File: config.mk
export PLATFORM = sky130hd
export DESIGN_NAME = timer_counter_flat
export DESIGN_NICKNAME = d
export VERILOG_FILES = /design/src/rtl/timer_counter_pkg.sv /design/src/rtl/timer_counter_if.sv /design/src/rtl/timer_counter.sv /design/src/flat_wrapper.sv
export SDC_FILE = /design/constraint.sdc
export NUM_CORES = 1
export LEC_CHECK = 0
export ABC_AREA = 1
export BUFFER_PORTS_ARGS = -buffer_cell sky130_fd_sc_hd__buf_2
export CORE_ASPECT_RATIO = 0.8
export CORE_MARGIN = 2
export CORE_UTILIZATION = 46
export DETAILED_ROUTE_END_ITERATION = 8
export GPL_ROUTABILITY_DRIVEN = 0
export GPL_TIMING_DRIVEN = 0
export PLACE_DENSITY = 0.72
export SLEW_MARGIN = 0
export SYNTH_ARGS = -nofsm -noshare
export SYNTH_HDL_FRONTEND = slang
export SYNTH_SLANG_ARGS = --single-unit
export TNS_END_PERCENT = 5
File: constraint.sdc
create_clock -name clk -period 2.05 [get_ports clk]
set_clock_uncertainty 0.1 [all_clocks]
set_input_delay 0.205 -clock clk [delete_from_list [all_inputs] [get_ports clk]]
set_output_delay 0.205 -clock clk [all_outputs]
set_load 0.02 [all_outputs]
File: src/rtl/timer_counter_pkg.sv
// rtl/timer_counter_pkg.sv - register offsets, CTRL fields, mode codes and FSM states for the countdown timer
package timer_counter_pkg;

    localparam logic [31:0] TIMER_BASE_ADDR = 32'h0000_7F00;

    localparam logic [1:0] OFF_CTRL   = 2'b00;
    localparam logic [1:0] OFF_PRESET = 2'b01;
    localparam logic [1:0] OFF_COUNT  = 2'b10;
    localparam logic [1:0] OFF_RSVD   = 2'b11;

    localparam int CTRL_EN = 0;
    localparam int CTRL_IM = 3;

    localparam logic [1:0] MODE_ONESHOT  = 2'b00;
    localparam logic [1:0] MODE_PERIODIC = 2'b01;

    typedef enum logic [1:0] {
        ST_IDLE = 2'b00,
        ST_LOAD = 2'b01,
        ST_CNT  = 2'b10,
        ST_INT  = 2'b11
    } state_e;

    // Reserved modes 2'b1x fall back to one-shot behaviour.
    function automatic logic is_periodic(input logic [3:0] ctrl);
        return ctrl[2:1] == MODE_PERIODIC;
    endfunction

endpackage

File: src/rtl/timer_counter_if.sv
// rtl/timer_counter_if.sv - bridge-side register bus and interrupt line of the timer
interface timer_counter_if;
    logic [31:0] addr;
    logic [31:0] wd;
    logic        we;
    logic [31:0] rd;
    logic        irq;

    modport master (output addr, output wd, output we, input rd, input irq);
    modport slave  (input addr, input wd, input we, output rd, output irq);
endinterface

File: src/rtl/timer_counter.sv
// rtl/timer_counter.sv - memory-mapped countdown timer with one-shot/periodic interrupt
module timer_counter
    import timer_counter_pkg::*;
#(
    parameter logic [31:0] BASE_ADDR = TIMER_BASE_ADDR
) (
    input  logic             clk,
    input  logic             reset,
    timer_counter_if.slave   bus
);

    logic [3:0]  ctrl_q,     ctrl_d;
    logic [31:0] preset_q,   preset_d;
    logic [31:0] count_q,    count_d;
    logic        irq_flag_q, irq_flag_d;
    state_e      state_q,    state_d;

    logic [1:0]  sel;
    logic        wr_ctrl;
    logic        wr_preset;
    logic        unmask;
    logic        unused_bits;

    assign sel         = bus.addr[3:2];
    assign wr_ctrl     = bus.we && (sel == OFF_CTRL);
    assign wr_preset   = bus.we && (sel == OFF_PRESET);
    assign unused_bits = ^{bus.addr[31:4], bus.addr[1:0], BASE_ADDR};

    // Raising IM from 0 to 1 acknowledges nothing: it re-exposes a pending flag.
    assign unmask = wr_ctrl && bus.wd[CTRL_IM] && !ctrl_q[CTRL_IM];

    always_comb begin
        ctrl_d     = ctrl_q;
        preset_d   = preset_q;
        count_d    = count_q;
        irq_flag_d = irq_flag_q;
        state_d    = state_q;

        if (wr_preset) begin
            preset_d = bus.wd;
        end
        if ((wr_ctrl || wr_preset) && !unmask) begin
            irq_flag_d = 1'b0;
        end

        case (state_q)
            ST_IDLE: begin
                if (ctrl_q[CTRL_EN]) begin
                    state_d = ST_LOAD;
                end
            end
            ST_LOAD: begin
                count_d = preset_q;
                state_d = ST_CNT;
            end
            ST_CNT: begin
                if (!ctrl_q[CTRL_EN]) begin
                    state_d = ST_IDLE;
                end else if (count_q == 32'd0) begin
                    irq_flag_d = 1'b1;
                    state_d    = ST_INT;
                end else begin
                    count_d = count_q - 32'd1;
                end
            end
            ST_INT: begin
                if (is_periodic(ctrl_q)) begin
                    irq_flag_d = 1'b0;
                end else begin
                    ctrl_d[CTRL_EN] = 1'b0;
                end
                state_d = ST_IDLE;
            end
            default: state_d = ST_IDLE;
        endcase

        // A software CTRL write takes precedence over the one-shot EN clear.
        if (wr_ctrl) begin
            ctrl_d = bus.wd[3:0];
        end
    end

    always_ff @(posedge clk) begin
        if (reset) begin
            ctrl_q     <= 4'd0;
            preset_q   <= 32'd0;
            count_q    <= 32'd0;
            irq_flag_q <= 1'b0;
            state_q    <= ST_IDLE;
        end else begin
            ctrl_q     <= ctrl_d;
            preset_q   <= preset_d;
            count_q    <= count_d;
            irq_flag_q <= irq_flag_d;
            state_q    <= state_d;
        end
    end

    always_comb begin
        bus.rd = 32'd0;
        case (sel)
            OFF_CTRL:   bus.rd = {28'd0, ctrl_q};
            OFF_PRESET: bus.rd = preset_q;
            OFF_COUNT:  bus.rd = count_q;
            default:    bus.rd = 32'd0;
        endcase
    end

    assign bus.irq = ctrl_q[CTRL_IM] & irq_flag_q;

endmodule

File: src/flat_wrapper.sv
// flat-port wrapper written by rule: the top's interface ports become plain ports
module timer_counter_flat import timer_counter_pkg::*;
#(
    parameter logic [31:0] BASE_ADDR = TIMER_BASE_ADDR
)
  (clk, reset, bus_addr, bus_wd, bus_we, bus_rd, bus_irq);
  timer_counter_if bus_i ();
  input  logic clk;
  input  logic reset;
  input wire logic [$bits(bus_i.addr)-1:0] bus_addr;
  input wire logic [$bits(bus_i.wd)-1:0] bus_wd;
  input wire logic [$bits(bus_i.we)-1:0] bus_we;
  output wire logic [$bits(bus_i.rd)-1:0] bus_rd;
  output wire logic [$bits(bus_i.irq)-1:0] bus_irq;
  assign bus_i.addr = bus_addr;
  assign bus_i.wd = bus_wd;
  assign bus_i.we = bus_we;
  assign bus_rd = bus_i.rd;
  assign bus_irq = bus_i.irq;
  timer_counter #(.BASE_ADDR(BASE_ADDR)) u_core (.clk(clk), .reset(reset), .bus(bus_i));
endmodule
After elaboration in Yosys (flattened, before gate mapping). Index checks and enable logic that the tools add are counted.

Register bits: 71. Output and inout bits: 33. Logic and storage cells: 51.

Add/subtract/negate cells: 1. Eq/ne operators: 11. Multiplexer cells: 16. Bitwise gates (word level): 1. Reductions and logical operators: 16.

Operators by type and width (number): $pmux W32 S3 (1); $mux W32 (2); $pmux W32 S2 (1); $logic_not A32 Y1 (1); $sub A32 B1 Y32 const B (1); $pmux W2 S4 (1); $mux W1 (7); $eq A2 B1 Y1 const B (3); $eq A2 B2 Y1 const B (3); $mux W2 (3); $ne A2 B1 Y1 const B (3); $logic_and A1 B1 Y1 (5); $logic_not A2 Y1 (2); $reduce_and A2 Y1 (2); $reduce_bool A2 Y1 (2); $ne A3 B3 Y1 const B (1); $reduce_and A3 Y1 (1); $logic_not A1 Y1 (2); $ne A2 B2 Y1 const B (1); $pmux W1 S2 (1); $and A1 B1 Y1 (1); $logic_or A1 B1 Y1 (1).

Longest topological paths before layout. Gate-level depths: netlist of run 1.

Depth after elaboration: 10. Mapped depth: 12. Gate-level depth less buffers: 12.

Worst setup path after synthesis of run 1. Ideal clock, no wire load.

Kind: input to output. From: input bus_addr[2]. To: output bus_rd[10]. Arrival time: 1.370 ns. Path slack: 0.375 ns. Cell stages on the path: 6. Path buffers: 2. Cells stage by stage: inv_1 nor2_1 inv_1 clkbuf_1 buf_1 o22ai_1.

Word-level cells in the longest chain between the ends: 2.

RTL lines: start: declaration (RTL line flat_wrapper.sv:10) `input wire logic [$bits(bus_i.addr)-1:0] bus_addr;`; $eq A2 B2 Y1, or another cell as far along (RTL line timer_counter.sv:101) `case (sel)`; $pmux W32 S3 * (RTL line timer_counter.sv:101); end: declaration (RTL line flat_wrapper.sv:13) `output wire logic [$bits(bus_i.rd)-1:0] bus_rd;`.

Every way passes the cells marked *; elsewhere a longest branch is shown, timed or not.

Worst setup path after layout of run 1.
From: register u_core.state_q[0]. To: register u_core.count_q[19].

Word-level cells in the longest chain between the ends: 3.

RTL lines: start: declaration (RTL line timer_counter.sv:16) `state_e state_q, state_d;`; start signal: assignment (RTL line timer_counter.sv:95) `state_q <= state_d;`; $eq A2 B2 Y1 or $eq A2 B1 Y1 (tied branches) (RTL line timer_counter.sv:46) `case (state_q)`; $ne A2 B1 Y1 (no line), or another cell as far along; $reduce_and A3 Y1 (no line); end signal: assignment (RTL line timer_counter.sv:93) `count_q <= count_d;`; end: declaration (RTL line timer_counter.sv:14) `logic [31:0] count_q, count_d;`.

Several ways; a longest one is shown, not always the timed one. A chain may end at the register's enable or synchronous reset.

==> reports/metrics.cfg, run 1 <==
[worst_setup_path]
start_kind = register
cp_max_fo = 10
slowest_stage = dfxtp_1
critPathMaxStageDelay_ns = 0.36
critical_path_arrival_ns = 2.15
cp.required_ns = 2.22
end_kind = register
crit_chain = inv_1 > ha_1 > buf_4 > nand2_1 > nand2_4 > nor2_8 > buf_4 > nand2_1 > a21oi_2
critPathKind = register to register

[clocking]
cts_inserted_buffers = 9
clk_pin_slew_worst_paths_ns = 0.06
cts_tree = yes
clk_path_buf_depth = 2
cts_setup_buffers = 0
clock-root-buffer = clkbuf_16
hold_buffers = 0
cts_max_level = 3
clock_latency_ns = 0.34
clock-sinks = 71

[global_route]
antenna_found_initial = 0
grt_max_degree = 11
overflow = 0
grt_pass1_wl_mm = 22.6
grt_pass1_vias = 4478
grt_use_total = 0.283

[synthesis]
synth_top_area_frac = 0.329
synth_cells = 689
synth_top_family_by_area = simple AND/OR/NAND/NOR gates
synth.distinct_cells = 26
synth_area_um2 = 4320
yosys.area_share.simple = 0.305
synthXorXnorAreaFrac = 0.00812
postSynthAreaPerCell_um2 = 6.27
yosysSeqAreaShare = 0.329
netlist_top_cells_area = dfxtp_1, nand2_1, o21ai_0
ys_ff_latch = 71
yosys.area_share.adder = 0.0174
yosysTopAreaCell = dfxtp_1
yosys_warnings = 0
synth_compound_area_frac = 0.226
syn-num-nets = 762
synth_mux_area_frac = 0

[layout]
multi_input_area_um2 = 2420
post_route_cells_drive_above_1_share = 0.161
fin_nets = 842
final_common_cell = nand2_1
final.fill_count = 923
diodes = 0
seqCellArea_um2 = 1420
utilization = 0.563
final_cell_mix = nand2_1, nor2_1, inv_1
area_delta_synth_final_pct = 18.4
stdcell_count = 887

[power_and_ir_drop]
seqPwrFrac = 0.250
netSwitchingPower_mw = 3.36
irDropWorstVdd_uv = 605
clock_power_share = 0.222
comb_power_share = 0.528
leakage_nw = 2.32
intPower_mw = 3.65
power_mw = 7.02
p_sw_frac = 0.479
p_per_area_nw_per_um2 = 1370

[floorplan]
die_x_um = 112
fp-row-count = 31
initial_core_util = 0.476
dieArea_um2 = 10200
die_h_um = 90.6
core_um2 = 9080
io_pins = 100

[detailed_routing]
via_per_inst = 5.60
num_vias = 4964
ant_nets = 0
post_drt_wl_per_cell_um = 16.2
first_pass_iters = 5
drt-initial-drc-count = 494
routed_wl_mm = 14.4
drc = 0

[timing]
finalCritPeriodShare = 0.962
finalCriticalPeriod_ns = 1.97
report.final.slew_viol_count = 0
hold_viol = 0
relSlewSlack = 0.500
max_freq_mhz = 507
setup_viol = 0
worst_pin_slew_ns = 0.750
rsz0062_at_grt = true
fin_hold_ws_ns = 0.00943

[worst_hold_path]
hp-class = input pin to register

[placed_design]
dp_hpwl_mm = 10.7
portBuffers = 69
dp.cells = 873

[status]
outcome = finished clean

[run]
drv_cap = 0

## through the flow
stage          setup WS [ns]  setup TNS, ns  cell area [um^2]
2_1_floorplan          0.375              0              4320
3_3_place_gp          -0.388          -3.42              4810
3_5_place_dp          -0.413          -3.54              4810
4_1_cts               0.0325              0              5090
5_1_grt              -0.0708         -0.319              5110
6_report              0.0778              0              5110
## critical path: cells and delay by family (launching register included)
kind | cells | cell delay (ns)
simple gates | 4 | 0.62
fa+ha+maj | 1 | 0.20
compound gates | 1 | 0.12
flops | 1 | 0.36
buf+inv | 3 | 0.50
## layout make-up
type	instances	area share
Sequential cell	71	0.278
Buffer	31	0.0313
Multi-Input combinational cell	497	0.474
Tap cell	115	0.0282
Timing Repair Buffer	69	0.0676
Inverter	90	0.0661
Clock buffer	13	0.0490
Clock inverter	1	0.00588
## timing repair
item                                    CTS  global route
endpoints found under the hold margin     0             0
resized for setup                         3            10
endpoints found under the setup margin   10            28
## registers in the layout (all words and copies together) (netlist names)
signal,flops
u_core.irq_flag_q,1
u_core.preset_q,32
u_core.ctrl_q,4
u_core.state_q,2
u_core.count_q,32
## per-layer routing
layer | part of all wire | wire length, um | vias to the layer above | track usage
met5 | 0 | 0 | - | 0
met4 | 0.023 | 328 | 0 | 0.104
met3 | 0.11 | 1600 | 27 | 0.0698
met2 | 0.44 | 6300 | 285 | 0.425
met1 | 0.43 | 6150 | 2258 | 0.392
li1 | - | - | 2394 | -
## synth_stat cells, drive strengths merged
library cell / n
a21oi: 61
buf: 10
clkbuf: 21
dfxtp: 71
ha: 6
inv: 90
nand2: 161
nand3: 34
nand4: 7
nor2: 105
nor3: 1
o21ai: 85
o221ai: 4
o22ai: 29
xor2: 4
## path summary, 6_finish.rpt
path,start,end,slack [ns],cells after the start
setup / recovery,u_core.state_q[0],u_core.count_q[19],0.08,9
hold / removal,reset,u_core.irq_flag_q,0.009,2
setup reg to reg,u_core.state_q[0],u_core.count_q[19],0.08,9
hold reg to reg,u_core.preset_q[5],u_core.preset_q[5],0.37,2
## logic make-up after synthesis
group | after synthesis
AO/OA/AOI/OAI | 179
AND/OR/NAND/NOR | 308
adder cells (fa/ha/maj) | 6
XOR/XNOR | 4
flip-flops | 71
buffers and inverters | 121
## power groups by stage
stage	clock [mW]	sequential, mW	combinational [mW]
final	1.56	1.75	3.70
after CTS	1.56	1.74	3.54
after global routing	1.63	1.78	4.08
after floorplan	0	1.72	2.60
after global placement	0	1.77	3.42
after detailed placement	0	1.77	3.50
Power figures use the tool's default switching activity.
==> run 2: changes to the inputs <==
--- a/config.mk
+++ b/config.mk
@@ -6,7 +6,7 @@
 export NUM_CORES = 1
 export LEC_CHECK = 0
 export ABC_AREA = 1
-export BUFFER_PORTS_ARGS = -buffer_cell sky130_fd_sc_hd__buf_2
+export BUFFER_PORTS_ARGS = -buffer_cell sky130_fd_sc_hd__clkbuf_2
 export CORE_ASPECT_RATIO = 0.8
 export CORE_MARGIN = 2
 export CORE_UTILIZATION = 46
@@ -18,4 +18,3 @@
 export SYNTH_ARGS = -nofsm -noshare
 export SYNTH_HDL_FRONTEND = slang
 export SYNTH_SLANG_ARGS = --single-unit
-export TNS_END_PERCENT = 5
==> run 2 against run 1 <==
Compared with the run above:
- cell area grew 0.76%
- first-iteration DRC count rose by 4.3%
- core utilization is 0.43 points higher
- total power grew 1.0%
- register-to-register slack better by 0.06 ns
- hold slack better by 0.011 ns
- sequential power about the same
==> reports/metrics.cfg, run 2 (synthesis gave the netlist of run 1 again) <==
[status]
outcome = finished clean

[clocking]
clock_latency_ns = 0.34  ; about the same
cts_max_level = 3  ; unchanged
clock-root-buffer = clkbuf_16
clock-sinks = 71  ; unchanged
cts_tree = yes
cts_inserted_buffers = 9  ; unchanged
cts_setup_buffers = 0  ; unchanged
clk_pin_slew_worst_paths_ns = 0.06  ; about the same
clk_path_buf_depth = 2  ; unchanged

[layout]
fin_nets = 842  ; unchanged
area_delta_synth_final_pct = 19.3
stdcell_count = 889  ; +0.23%
final_cell_mix = nand2_1, nor2_1, inv_1
top_regs = u_core.count_q (32), u_core.preset_q (32), u_core.ctrl_q (4)
post_route_cells_drive_above_1_share = 0.168  ; +0.00734
diodes = 0  ; unchanged
final_common_cell = nand2_1

[global_route]
grt_pass1_wl_mm = 23.0  ; +1.8%
antenna_found_initial = 0  ; unchanged
grt_pass1_vias = 4559  ; +1.8%
grt_max_degree = 12  ; +1
overflow = 0  ; unchanged
grt_use_total = 0.287  ; +0.00452

[worst_setup_path]
crit_chain = clkbuf_2 > inv_1 > nor2_4 > inv_1 > clkbuf_2 > buf_2 > o22ai_1 > clkbuf_2
cp.required_ns = 1.75  ; -0.47 ns
critPathMaxStageDelay_ns = 0.30  ; -0.06 ns
crit_family = buffers and inverters
cp_max_fo = 10  ; unchanged
critical_path_arrival_ns = 1.61  ; -0.54 ns
start_kind = input pin
slowest_stage = buf_2
path_buf_inv = 6  ; +3
critPathKind = input pin to output port
end_kind = output port
cp_common_cell = clkbuf_2

[detailed_routing]
ant_nets = 0  ; unchanged
drt-initial-drc-count = 515  ; +4.3%
met1_length_mm = 6.43  ; +4.5%
drc = 0  ; unchanged
met2_length_mm = 6.37  ; +1.2%
post_drt_wl_per_cell_um = 16.5  ; +1.9%
first_pass_iters = 5  ; unchanged
routed_wl_mm = 14.7  ; +2.1%
routed.top_layer = met4
num_vias = 4961  ; -0.060%
via_per_inst = 5.58  ; -0.29%
met3_wirelength_mm = 1.42  ; -11%

[floorplan]
core_um2 = 9080  ; unchanged
initial_core_util = 0.476  ; unchanged
die_x_um = 112  ; unchanged
dieArea_um2 = 10200  ; unchanged
die_h_um = 90.6  ; unchanged
fp-row-count = 31  ; unchanged
io_pins = 100  ; unchanged

[timing]
finalCritPeriodShare = 0.933  ; -0.0288
setup_viol = 0  ; unchanged
worst_pin_slew_ns = 0.748  ; -0.00173 ns
hold_viol = 0  ; unchanged
fin_hold_ws_ns = 0.0205  ; +0.0111 ns
totalNegativeSetupSlack_ns = 0  ; unchanged
finalWorstSetupSlack_ns = 0.137  ; +0.0591 ns
report.final.slew_viol_count = 0  ; unchanged
finalCriticalPeriod_ns = 1.91  ; -0.0591 ns
relSlewSlack = 0.501  ; +0.00115
max_freq_mhz = 523  ; +3.1%

[placed_design]
dp.cells = 873  ; unchanged
dp_hpwl_mm = 10.8  ; +0.66%
post-place-ws_ns = -0.366  ; +0.0467 ns
portBuffers = 69  ; unchanged

[power_and_ir_drop]
power_mw = 7.09  ; +1.0%
leakage_nw = 2.32  ; -0.17%
irDropWorstVdd_uv = 672  ; +11%
p_per_area_nw_per_um2 = 1380  ; +0.27%

[worst_hold_path]
hp-class = input pin to register

[run]
drv_cap = 0  ; unchanged

## run 2: changes by cell type in the layout (fill, tap and decap cells not counted), moves of 2 or more
cell      change
nand2_1       -2
nor2_2        -4
nor2_4        +3
clkbuf_2     +70
nand2_2       +2
clkbuf_8      +3
clkbuf_1      -4
buf_2        -69
## run 2: path summary, 6_finish.rpt
| path | startpoint | slack (ns) | to | depth (start not counted) |
|---|---|---|---|---|
| worst max-delay path | bus_addr[2] | 0.14 | bus_rd[10] | 8 |
| worst min-delay path | reset | 0.02 | u_core.irq_flag_q | 2 |
| worst max register to register | u_core.count_q[7] | 0.14 | u_core.count_q[27] | 10 |
| worst min register to register | u_core.preset_q[20] | 0.38 | u_core.preset_q[20] | 2 |
## run 2: stage by stage
step	cell area (um^2)	util
final	5150	0.567
after detailed placement	4810	0.530
after global placement	4810	0.530
after CTS	5110	0.563
after floorplan	4320	-
after global routing	5150	0.567
## run 2: layout make-up
class | count | area, um^2
flip-flops and latches | 71 | 1420
multi-input cells | 497 | 2440
plain buffers | 31 | 165
repair buffers | 69 | 345
inverters | 90 | 338
clock buffers | 14 | 284
well taps | 115 | 144
fillers | 922 | 3930
clock inverters | 2 | 12.5
## run 2: routing by layer
metal / GRT usage / vias up
met5: 0 / -
met4: 0.121 / 0
met3: 0.0644 / 41
met2: 0.423 / 270
met1: 0.404 / 2251
li1: - / 2399
## run 2: what timing repair did
action / 4_1_cts / 5_1_grt
setup endpoints to repair: 10 / 29
endpoints found under the hold margin: 0 / 0
hold buffers: 0 / 0
gates resized for setup: 3 / 19
cloned: 0 / 0
## run 2: power breakdown
| part | leakage (nW) | total (mW) | internal (mW) | switching (mW) |
|---|---|---|---|---|
| clock | 0.145 | 1.57 | 0.951 | 0.619 |
| sequential | 0.580 | 1.76 | 1.56 | 0.194 |
| combinational | 1.60 | 3.76 | 1.15 | 2.61 |
